$ cat src/rtl/hazard_pkg.sv
// Shared types and instruction-field constants for the pipeline hazard controller.
package hazard_pkg;

    typedef enum logic {
        RUN         = 1'b0,
        MULDIV_BUSY = 1'b1
    } state_e;

    localparam logic [5:0] OP_RTYPE = 6'd0;
    localparam logic [5:0] OP_BEQ   = 6'd4;
    localparam logic [5:0] OP_BNE   = 6'd5;
    localparam logic [5:0] OP_SW    = 6'd43;

    localparam int OP_MSB = 31;
    localparam int OP_LSB = 26;
    localparam int RS_MSB = 25;
    localparam int RS_LSB = 21;
    localparam int RT_MSB = 20;
    localparam int RT_LSB = 16;

endpackage

$ cat src/rtl/hazard_control_unit_load_use_detect.sv
// Load-use detector: flags an ID instruction that reads the register a load in ID/EX is about to write.
module load_use_detect
    import hazard_pkg::*;
(
    input  logic [31:0] instruction_id,
    input  logic        idex_memread,
    input  logic [4:0]  idex_rt,
    output logic        lu
);

    logic [5:0] opcode;
    logic [4:0] rs;
    logic [4:0] rt;
    logic       reads_rt;

    assign opcode = instruction_id[OP_MSB:OP_LSB];
    assign rs     = instruction_id[RS_MSB:RS_LSB];
    assign rt     = instruction_id[RT_MSB:RT_LSB];

    // Only these formats use rt as a source; for I-type ALU ops and loads it is the destination.
    assign reads_rt = (opcode == OP_RTYPE) || (opcode == OP_BEQ) ||
                      (opcode == OP_BNE)   || (opcode == OP_SW);

    assign lu = idex_memread && (idex_rt != 5'd0) &&
                ((idex_rt == rs) || (reads_rt && (idex_rt == rt)));

endmodule

$ cat src/rtl/hazard_control_unit.sv
// Front-end hazard controller: load-use stalls, mult/div occupancy holds, taken-branch redirects.
module hazard_control_unit
    import hazard_pkg::*;
#(
    parameter int MUL_LATENCY = 4
) (
    input  logic        clk,
    input  logic        rst,
    input  logic [31:0] Instruction_ID,
    input  logic        MulDiv_ID,
    input  logic        IDEX_MemRead,
    input  logic [4:0]  IDEX_Rt,
    input  logic        Branch_Taken_EX,
    input  logic [31:0] Branch_Target_EX,
    output logic        PCWrite,
    output logic        freeze,
    output logic        flush,
    output logic        PCSrc,
    output logic [31:0] Branch_Address,
    output logic        IDEX_Bubble,
    output logic [31:0] Stall_Count
);

    localparam logic [3:0] BUSY_INIT = 4'(MUL_LATENCY - 1);

    state_e      state_q, state_d;
    logic [3:0]  busy_cnt_q, busy_cnt_d;
    logic [31:0] stall_count_q, stall_count_d;
    logic        lu;

    load_use_detect u_lu (
        .instruction_id (Instruction_ID),
        .idex_memread   (IDEX_MemRead),
        .idex_rt        (IDEX_Rt),
        .lu             (lu)
    );

    always_comb begin
        state_d        = state_q;
        busy_cnt_d     = busy_cnt_q;
        PCWrite        = 1'b1;
        freeze         = 1'b0;
        flush          = 1'b0;
        PCSrc          = 1'b0;
        Branch_Address = 32'd0;
        IDEX_Bubble    = 1'b0;

        if (rst) begin
            state_d    = RUN;
            busy_cnt_d = 4'd0;
        end else if (Branch_Taken_EX) begin
            // Anything in IF/ID is wrong-path, including a mult/div waiting to issue.
            PCSrc          = 1'b1;
            Branch_Address = Branch_Target_EX;
            flush          = 1'b1;
            IDEX_Bubble    = 1'b1;
            state_d        = RUN;
            busy_cnt_d     = 4'd0;
        end else begin
            case (state_q)
                RUN: begin
                    if (lu) begin
                        PCWrite     = 1'b0;
                        freeze      = 1'b1;
                        IDEX_Bubble = 1'b1;
                    end else if (MulDiv_ID) begin
                        state_d    = MULDIV_BUSY;
                        busy_cnt_d = BUSY_INIT;
                    end
                end
                MULDIV_BUSY: begin
                    PCWrite     = 1'b0;
                    freeze      = 1'b1;
                    IDEX_Bubble = 1'b1;
                    busy_cnt_d  = busy_cnt_q - 4'd1;
                    if (busy_cnt_q == 4'd1) begin
                        state_d = RUN;
                    end
                end
                default: begin
                    state_d    = RUN;
                    busy_cnt_d = 4'd0;
                end
            endcase
        end

        // freeze is already low during reset, so this never counts reset cycles.
        stall_count_d = stall_count_q;
        if (freeze && (stall_count_q != 32'hFFFF_FFFF)) begin
            stall_count_d = stall_count_q + 32'd1;
        end
    end

    always_ff @(posedge clk) begin
        if (rst) begin
            state_q       <= RUN;
            busy_cnt_q    <= 4'd0;
            stall_count_q <= 32'd0;
        end else begin
            state_q       <= state_d;
            busy_cnt_q    <= busy_cnt_d;
            stall_count_q <= stall_count_d;
        end
    end

    assign Stall_Count = stall_count_q;

endmodule

$ cat config.mk
export PLATFORM = sky130hd
export DESIGN_NAME = hazard_control_unit
export DESIGN_NICKNAME = d
export VERILOG_FILES = /design/src/rtl/hazard_pkg.sv /design/src/rtl/hazard_control_unit_load_use_detect.sv /design/src/rtl/hazard_control_unit.sv
export SDC_FILE = /design/constraint.sdc
export NUM_CORES = 1
export LEC_CHECK = 0
export CAP_MARGIN = 20
export CELL_PAD_IN_SITES_DETAIL_PLACEMENT = 0
export CELL_PAD_IN_SITES_GLOBAL_PLACEMENT = 1
export CORE_ASPECT_RATIO = 1.5
export CORE_UTILIZATION = 28
export DETAILED_ROUTE_END_ITERATION = 6
export PLACE_DENSITY = 0.86
export SLEW_MARGIN = 20
export SYNTH_ARGS = -nofsm -noshare
export SYNTH_HDL_FRONTEND = slang
export SYNTH_SLANG_ARGS = --single-unit
$ cat constraint.sdc
create_clock -name clk -period 5.7 [get_ports clk]
set_input_delay 1.14 -clock clk [delete_from_list [all_inputs] [get_ports clk]]
set_output_delay 1.14 -clock clk [all_outputs]
set_load 0.01 [all_outputs]
==> results of run 1 <==
[stage by stage]
stage,utilization,cells,power (uW)
finish,0.4670,522,690.1
floorplan,-,296,308.4
global route,0.4670,522,721.9
detailed placement,0.4466,514,379.4
CTS,0.4670,522,701.1
global placement,0.4466,514,378.3
[per-layer routing]
layer / GRT usage / share of wire / vias up
li1: - / - / 1334
met1: 0.1831 / 0.38 / 1261
met2: 0.3251 / 0.53 / 125
met3: 0.03780 / 0.074 / 8
met4: 0.06038 / 0.018 / 0
met5: 0 / 0 / -
[cells in the final DEF, fill, tap and decap left out, types with 7 or more instances in the layout]
| cell type | n |
|---|---|
| nor2_1 | 17 |
| nand3_1 | 12 |
| xnor2_1 | 9 |
| and2_1 | 34 |
| dfxtp_1 | 37 |
| inv_1 | 11 |
| a21oi_1 | 21 |
| o31ai_1 | 14 |
| nand2_1 | 14 |
| clkdlybuf4s50_1 | 126 |
| nand4_1 | 10 |
| nor3_1 | 7 |
| or4_1 | 15 |
[power groups by stage]
| stage | clock (uW) | sequential (uW) | combinational [uW] |
|---|---|---|---|
| finish | 318 | 263 | 109 |
| CTS | 327 | 263 | 111 |
| global placement | 0 | 269 | 110 |
| global route | 340 | 263 | 119 |
| detailed placement | 0 | 269 | 111 |
| floorplan | 0 | 267 | 41.3 |
[worst register-to-register path: cells and delay by family, from the launching register on]
family	cells	cell delay, ns
DFF	1	0.43
muxes	1	0.37
and+or+nand+nor	4	1.62
[layout make-up]
type	count	area, um^2
inverter	11	41.29
clock inverter	3	46.29
clock buffer	5	125.1
sequential	37	740.7
tap	107	133.9
timing repair buffer	129	1284
fill	850	4484
multi-input combinational	230	1558
[final timing paths]
check | end | cells past startpoint | slack, ns | start
worst min-delay path | Stall_Count[5]$_SDFFE_PP0P_ | 2 | 0.50 | Stall_Count[5]$_SDFFE_PP0P_
worst max-delay path | IDEX_Bubble | 7 | 1.02 | IDEX_Rt[2]
worst max register to register | Stall_Count[25]$_SDFFE_PP0P_ | 5 | 3.18 | Stall_Count[2]$_SDFFE_PP0P_
worst min register to register | Stall_Count[5]$_SDFFE_PP0P_ | 2 | 0.50 | Stall_Count[5]$_SDFFE_PP0P_
[cells by family after synthesis]
kind of cell / share of synthesized area
multiplexers: 0.02746
XOR/XNOR: 0.05441
flip-flops: 0.3067
adder cells (fa/ha/maj): 0.01555
AND/OR/NAND/NOR: 0.3606
AO/OA/AOI/OAI: 0.1834
buffers and inverters: 0.05181
[registers in the layout, summed over array words and instances, names as in the netlist]
signal and flops:
Stall_Count 32, busy_cnt_q 4, state_q 1
==> results.json, run 1 <==
{
  "clk_latency_ns": 0.28,
  "endpoint_kind": "output pin",
  "wire_per_inst_um": 14.13,
  "cp_slowest_cell": "clkdlybuf4s50_1",
  "synth-seq-cells": 37,
  "synthCells": 296,
  "drtIter0Drc": 183,
  "cpMostUsedCell": "clkdlybuf4s50_1",
  "cts.hold.buffers_added": 0,
  "criticalPathCategory": "in -> out",
  "synth_cell_types": 49,
  "worst_slack_ns": 1.016,
  "cts_tree": "done",
  "fin_skew_ns": 0.004021,
  "setup_viol": 0,
  "syn_nets": 373,
  "p_seq_frac": 0.381,
  "fp.dieH_um": 115.7,
  "grt_usage": 0.1707,
  "synth_area_leader_cell": "dfxtp_1",
  "cp.arrival_ns": 3.54,
  "die_x_um": 77.83,
  "dieArea_um2": 9007,
  "io_buffers": 126,
  "max_freq_mhz": 213.5,
  "p_clk_frac": 0.460,
  "worst_hold_path_type": "reg -> reg",
  "min_period_ns": 4.684,
  "wl_mm": 7.374,
  "clk_pin_slew_ns": 0.06,
  "critPathMaxStageDelay_ns": 0.58,
  "rsz0062_at_grt": "false",
  "p_per_area_nw_per_um2": 175.7,
  "max_cap_viol_count": 0,
  "peakVddDrop_mv": 0.1150,
  "min_period_over_period": 0.8217,
  "ios": 143,
  "htree_levels": 2,
  "overflow": 0,
  "cts_resized": 0,
  "hold_ws_ns": 0.4968,
  "grt_pass1_vias": 2659,
  "synth-seq-area-share": 0.3067,
  "layout-area-overhead-vs-synth_pct": 62.69,
  "cts.sinks": 37,
  "yosys-top-cells-count": "dfxtp_1 (37), and2_1 (34), a21oi_1 (21)",
  "synth_top_area_share": 0.3067,
  "synth_area_leaders": "dfxtp_1 (31%), and2_1 (8.8%), or4_1 (4.7%), a21oi_1 (4.4%), o31ai_1 (4.4%)",
  "timing.final.max_slew_violations": 0,
  "combPwrFrac": 0.159,
  "pre_cts_ws_ns": 0.9935,
  "path_delay_family": "buffers and inverters",
  "drive_above_1_share": 0.06506,
  "post-cts-setup-buffer-count": 0,
  "yosysMostFrequentCell": "dfxtp_1",
  "dpl-instance-area_um2": 3757,
  "ys_dominant_reg_cell": "dfxtp_1",
  "status": "complete, no violations",
  "intPower_uw": 534.4,
  "post-route-drc-count": 0,
  "grt_pass1_wl_mm": 12.21,
  "vias": 2728,
  "grt_start_max_net_pins": 36,
  "initial_core_util": 0.2870,
  "yosys_warnings": 0,
  "slew_headroom": 0.3737,
  "layout.nets": 491,
  "std_cell_rows": 41,
  "tns_ns": 0,
  "async_reset_ff_frac": 0,
  "cts-root-buf": "clkbuf_16",
  "cp-start-kind": "primary input",
  "tightest_slew_ns": 0.9344,
  "fin_area_um2": 3929,
  "core_um2": 8413,
  "antenna_found_initial": 0,
  "cp_cell_sequence": "clkdlybuf4s50_1, xnor2_1, nand4_1, nor4_4, o21ai_0, a21oi_1, clkdlybuf4s50_1",
  "cts.path.max_buffers": 2,
  "p_switching_uw": 155.8,
  "finalHoldViolations": 0,
  "drtAntennaViolNets": 0,
  "antenna_cells": 0,
  "dp.final_hpwl_mm": 5.828,
  "p_leak_uw": 0.001264,
  "cp_num_buf_inv": 2,
  "vias_per_cell": 5.226,
  "syn_area_per_cell_um2": 8.158,
  "sw_frac_of_total": 0.2257,
  "cp_max_fo": 5,
  "gp_congestion": 0.7905,
  "firstDrtPassIters": 4,
  "synth_enable_flop_cells": 0,
  "syn_area_um2": 2415,
  "crit_required_ns": 4.56,
  "cts_buffers": 5
}
No activity file was read; power rests on OpenSTA's default activity.
==> run 2: changes to the inputs <==
--- a/config.mk
+++ b/config.mk
@@ -9,9 +9,9 @@
 export CELL_PAD_IN_SITES_DETAIL_PLACEMENT = 0
 export CELL_PAD_IN_SITES_GLOBAL_PLACEMENT = 1
 export CORE_ASPECT_RATIO = 1.5
-export CORE_UTILIZATION = 28
+export CORE_UTILIZATION = 24
 export DETAILED_ROUTE_END_ITERATION = 6
-export PLACE_DENSITY = 0.86
+export PLACE_DENSITY = 0.78
 export SLEW_MARGIN = 20
 export SYNTH_ARGS = -nofsm -noshare
 export SYNTH_HDL_FRONTEND = slang
==> constraint.sdc (replaced) <==
create_clock -name clk -period 3.8 [get_ports clk]
set_input_delay 0.76 -clock clk [delete_from_list [all_inputs] [get_ports clk]]
set_output_delay 0.76 -clock clk [all_outputs]
set_load 0.01 [all_outputs]
==> run 2 against run 1 <==
The run now ends with design-rule violations left. Routed wire length grew 2.9%. Core utilization shrank 5.8 points. Clock skew grew 0.0019 ns. Hold slack lost 0.0050 ns. Combinational power grew 51%. Critical endpoint is now freeze. Highest routed layer unchanged.
==> results.json, run 2 (synthesis results as in run 1) <==
{
  "gp_congestion": 0.7879,
  "cts.path.max_buffers": 2,
  "seqCellArea_um2": 740.7,
  "firstDrtPassIters": 6,
  "drtIter0Drc": 128,
  "layout-area-overhead-vs-synth_pct": 65.23,
  "htree_levels": 2,
  "grt_pass1_vias": 2691,
  "largest_register_ffs": 32,
  "grt_usage": 0.1483,
  "endpoint_kind": "output pin",
  "worst_hold_path_type": "reg -> reg",
  "fillers": 982,
  "crit_end": "freeze",
  "post-route-drc-count": 5,
  "grt_start_max_net_pins": 35,
  "std_cell_rows": 44,
  "antenna_cells": 0,
  "drive_above_1_share": 0.07399,
  "cts-root-buf": "clkbuf_16",
  "drtAntennaViolNets": 0,
  "min_period_over_period": 0.9488,
  "dpl-instance-area_um2": 3782,
  "fin_area_um2": 3990,
  "fin_skew_ns": 0.005949,
  "max_freq_mhz": 277.4,
  "slew_headroom": 0.3521,
  "r2r_slack_ns": 1.20,
  "rsz0062_at_grt": "false",
  "cp_max_fo": 4,
  "status": "finished with violations",
  "cp-start-kind": "primary input",
  "tightest_slew_ns": 0.9666,
  "cts.sinks": 37,
  "criticalPathCategory": "in -> out",
  "multi_input_area_um2": 1558,
  "layout.nets": 495,
  "setup_viol": 0,
  "io_buffers": 126,
  "layout.cells.most_common_list": "clkdlybuf4s50_1 (125), dfxtp_1 (37), and2_1 (34)",
  "min_period_ns": 3.605,
  "initial_core_util": 0.2478,
  "rr_worst_depth": 5,
  "timing.final.max_slew_violations": 0,
  "final_common_cell": "clkdlybuf4s50_1",
  "tns_ns": 0,
  "dp.final_hpwl_mm": 5.956,
  "dieArea_um2": 10470,
  "finalHoldViolations": 0,
  "cts_tree": "done",
  "p_per_area_nw_per_um2": 274.6,
  "peakVddDrop_mv": 0.1900,
  "fp.dieH_um": 124.9,
  "fin_util": 0.4095,
  "grt_pass1_wl_mm": 12.52,
  "overflow": 0,
  "max_cap_viol_count": 0,
  "wire_per_inst_um": 14.21,
  "vias_per_cell": 4.996,
  "wl_mm": 7.586,
  "clk_pin_slew_ns": 0.06,
  "clk_latency_ns": 0.28,
  "reg2reg_to": "Stall_Count[25]$_SDFFE_PP0P_",
  "ios": 143,
  "cts.hold.buffers_added": 0,
  "vias": 2668,
  "crit_required_ns": 3.04,
  "worst_r2r_startpoint": "Stall_Count[2]$_SDFFE_PP0P_",
  "antenna_found_initial": 0,
  "core_um2": 9744,
  "cp.arrival_ns": 2.85,
  "cts_buffers": 5,
  "die_x_um": 83.90,
  "p_leak_uw": 0.001310,
  "violations": "design-rule violations",
  "crit_start": "IDEX_Rt[3]"
}
[run 2: cell types whose count changed in the layout (fill, tap and decap cells not counted), sizes merged]
cell,delta
buf,+4
bufinv,+1
clkdlybuf4s50,-1
clkinvlp,-1
dlymetal6s2s,+1
[run 2: cell type report]
class / count / area share
sequential: 37 / 0.1856
inverter: 11 / 0.01035
clock inverter: 3 / 0.01631
tap: 115 / 0.03606
timing repair buffer: 133 / 0.3299
clock buffer: 5 / 0.03136
multi-input combinational: 230 / 0.3904
[run 2: through the flow]
| stage | worst slack [ns] | hold slack [ns] | power, uW | cells |
|---|---|---|---|---|
| 5_1_grt | 0.05309 | 0.5356 | 1141 | 534 |
| 2_1_floorplan | 0.9387 | 0.4767 | 462.6 | 296 |
| 3_5_place_dp | 0.07826 | 0.4914 | 569.6 | 524 |
| 3_3_place_gp | 0.08291 | 0.4754 | 568.8 | 524 |
| 4_1_cts | 0.05397 | 0.5003 | 1112 | 532 |
| 6_report | 0.1947 | 0.4918 | 1096 | 534 |
[run 2: routing by layer]
layer	part of all wire	wire, um	up-vias	GRT usage
met4	0.0082	62	0	0.03651
met1	0.39	2950	1206	0.1600
met3	0.078	591	4	0.04506
met5	0	0	-	0
li1	-	-	1338	-
met2	0.52	3981	120	0.2768
[run 2: how the worst min path moves through the flow]
stage / startpoint / slack, ns / cells after the start / end
finish: Stall_Count[5]$_SDFFE_PP0P_ / 0.49 / 2 / Stall_Count[5]$_SDFFE_PP0P_
global route: Stall_Count[31]$_SDFFE_PP0P_ / 0.54 / 2 / Stall_Count[31]$_SDFFE_PP0P_
CTS: Stall_Count[5]$_SDFFE_PP0P_ / 0.50 / 2 / Stall_Count[5]$_SDFFE_PP0P_
detailed placement: Stall_Count[5]$_SDFFE_PP0P_ / 0.49 / 2 / Stall_Count[5]$_SDFFE_PP0P_
global placement: Stall_Count[5]$_SDFFE_PP0P_ / 0.48 / 2 / Stall_Count[5]$_SDFFE_PP0P_
floorplan: busy_cnt_q[0]$_SDFFE_PP0P_ / 0.48 / 2 / busy_cnt_q[0]$_SDFFE_PP0P_
[run 2: repair_timing]
item	in CTS	in global routing
resized for setup	0	2
hold endpoints to repair	0	0
endpoints found under the setup margin	0	1
setup buffers	0	2
[run 2: power by group]
part           switching [uW]  leakage [uW]  internal [uW]  total (uW)
clock network             161     0.0000938            375         536
registers                4.18      0.000299            390         395
logic                    63.3      0.000918            102         165
total                     228       0.00131            867        1100
[run 2: critical path, cell delays in order]
cell	delay, ns
clkdlybuf4s50_1	0.54
xnor2_1	0.14
nand4_1	0.20
nor4_4	0.42
o31ai_4	0.14
inv_1	0.11
clkdlybuf4s50_1	0.53
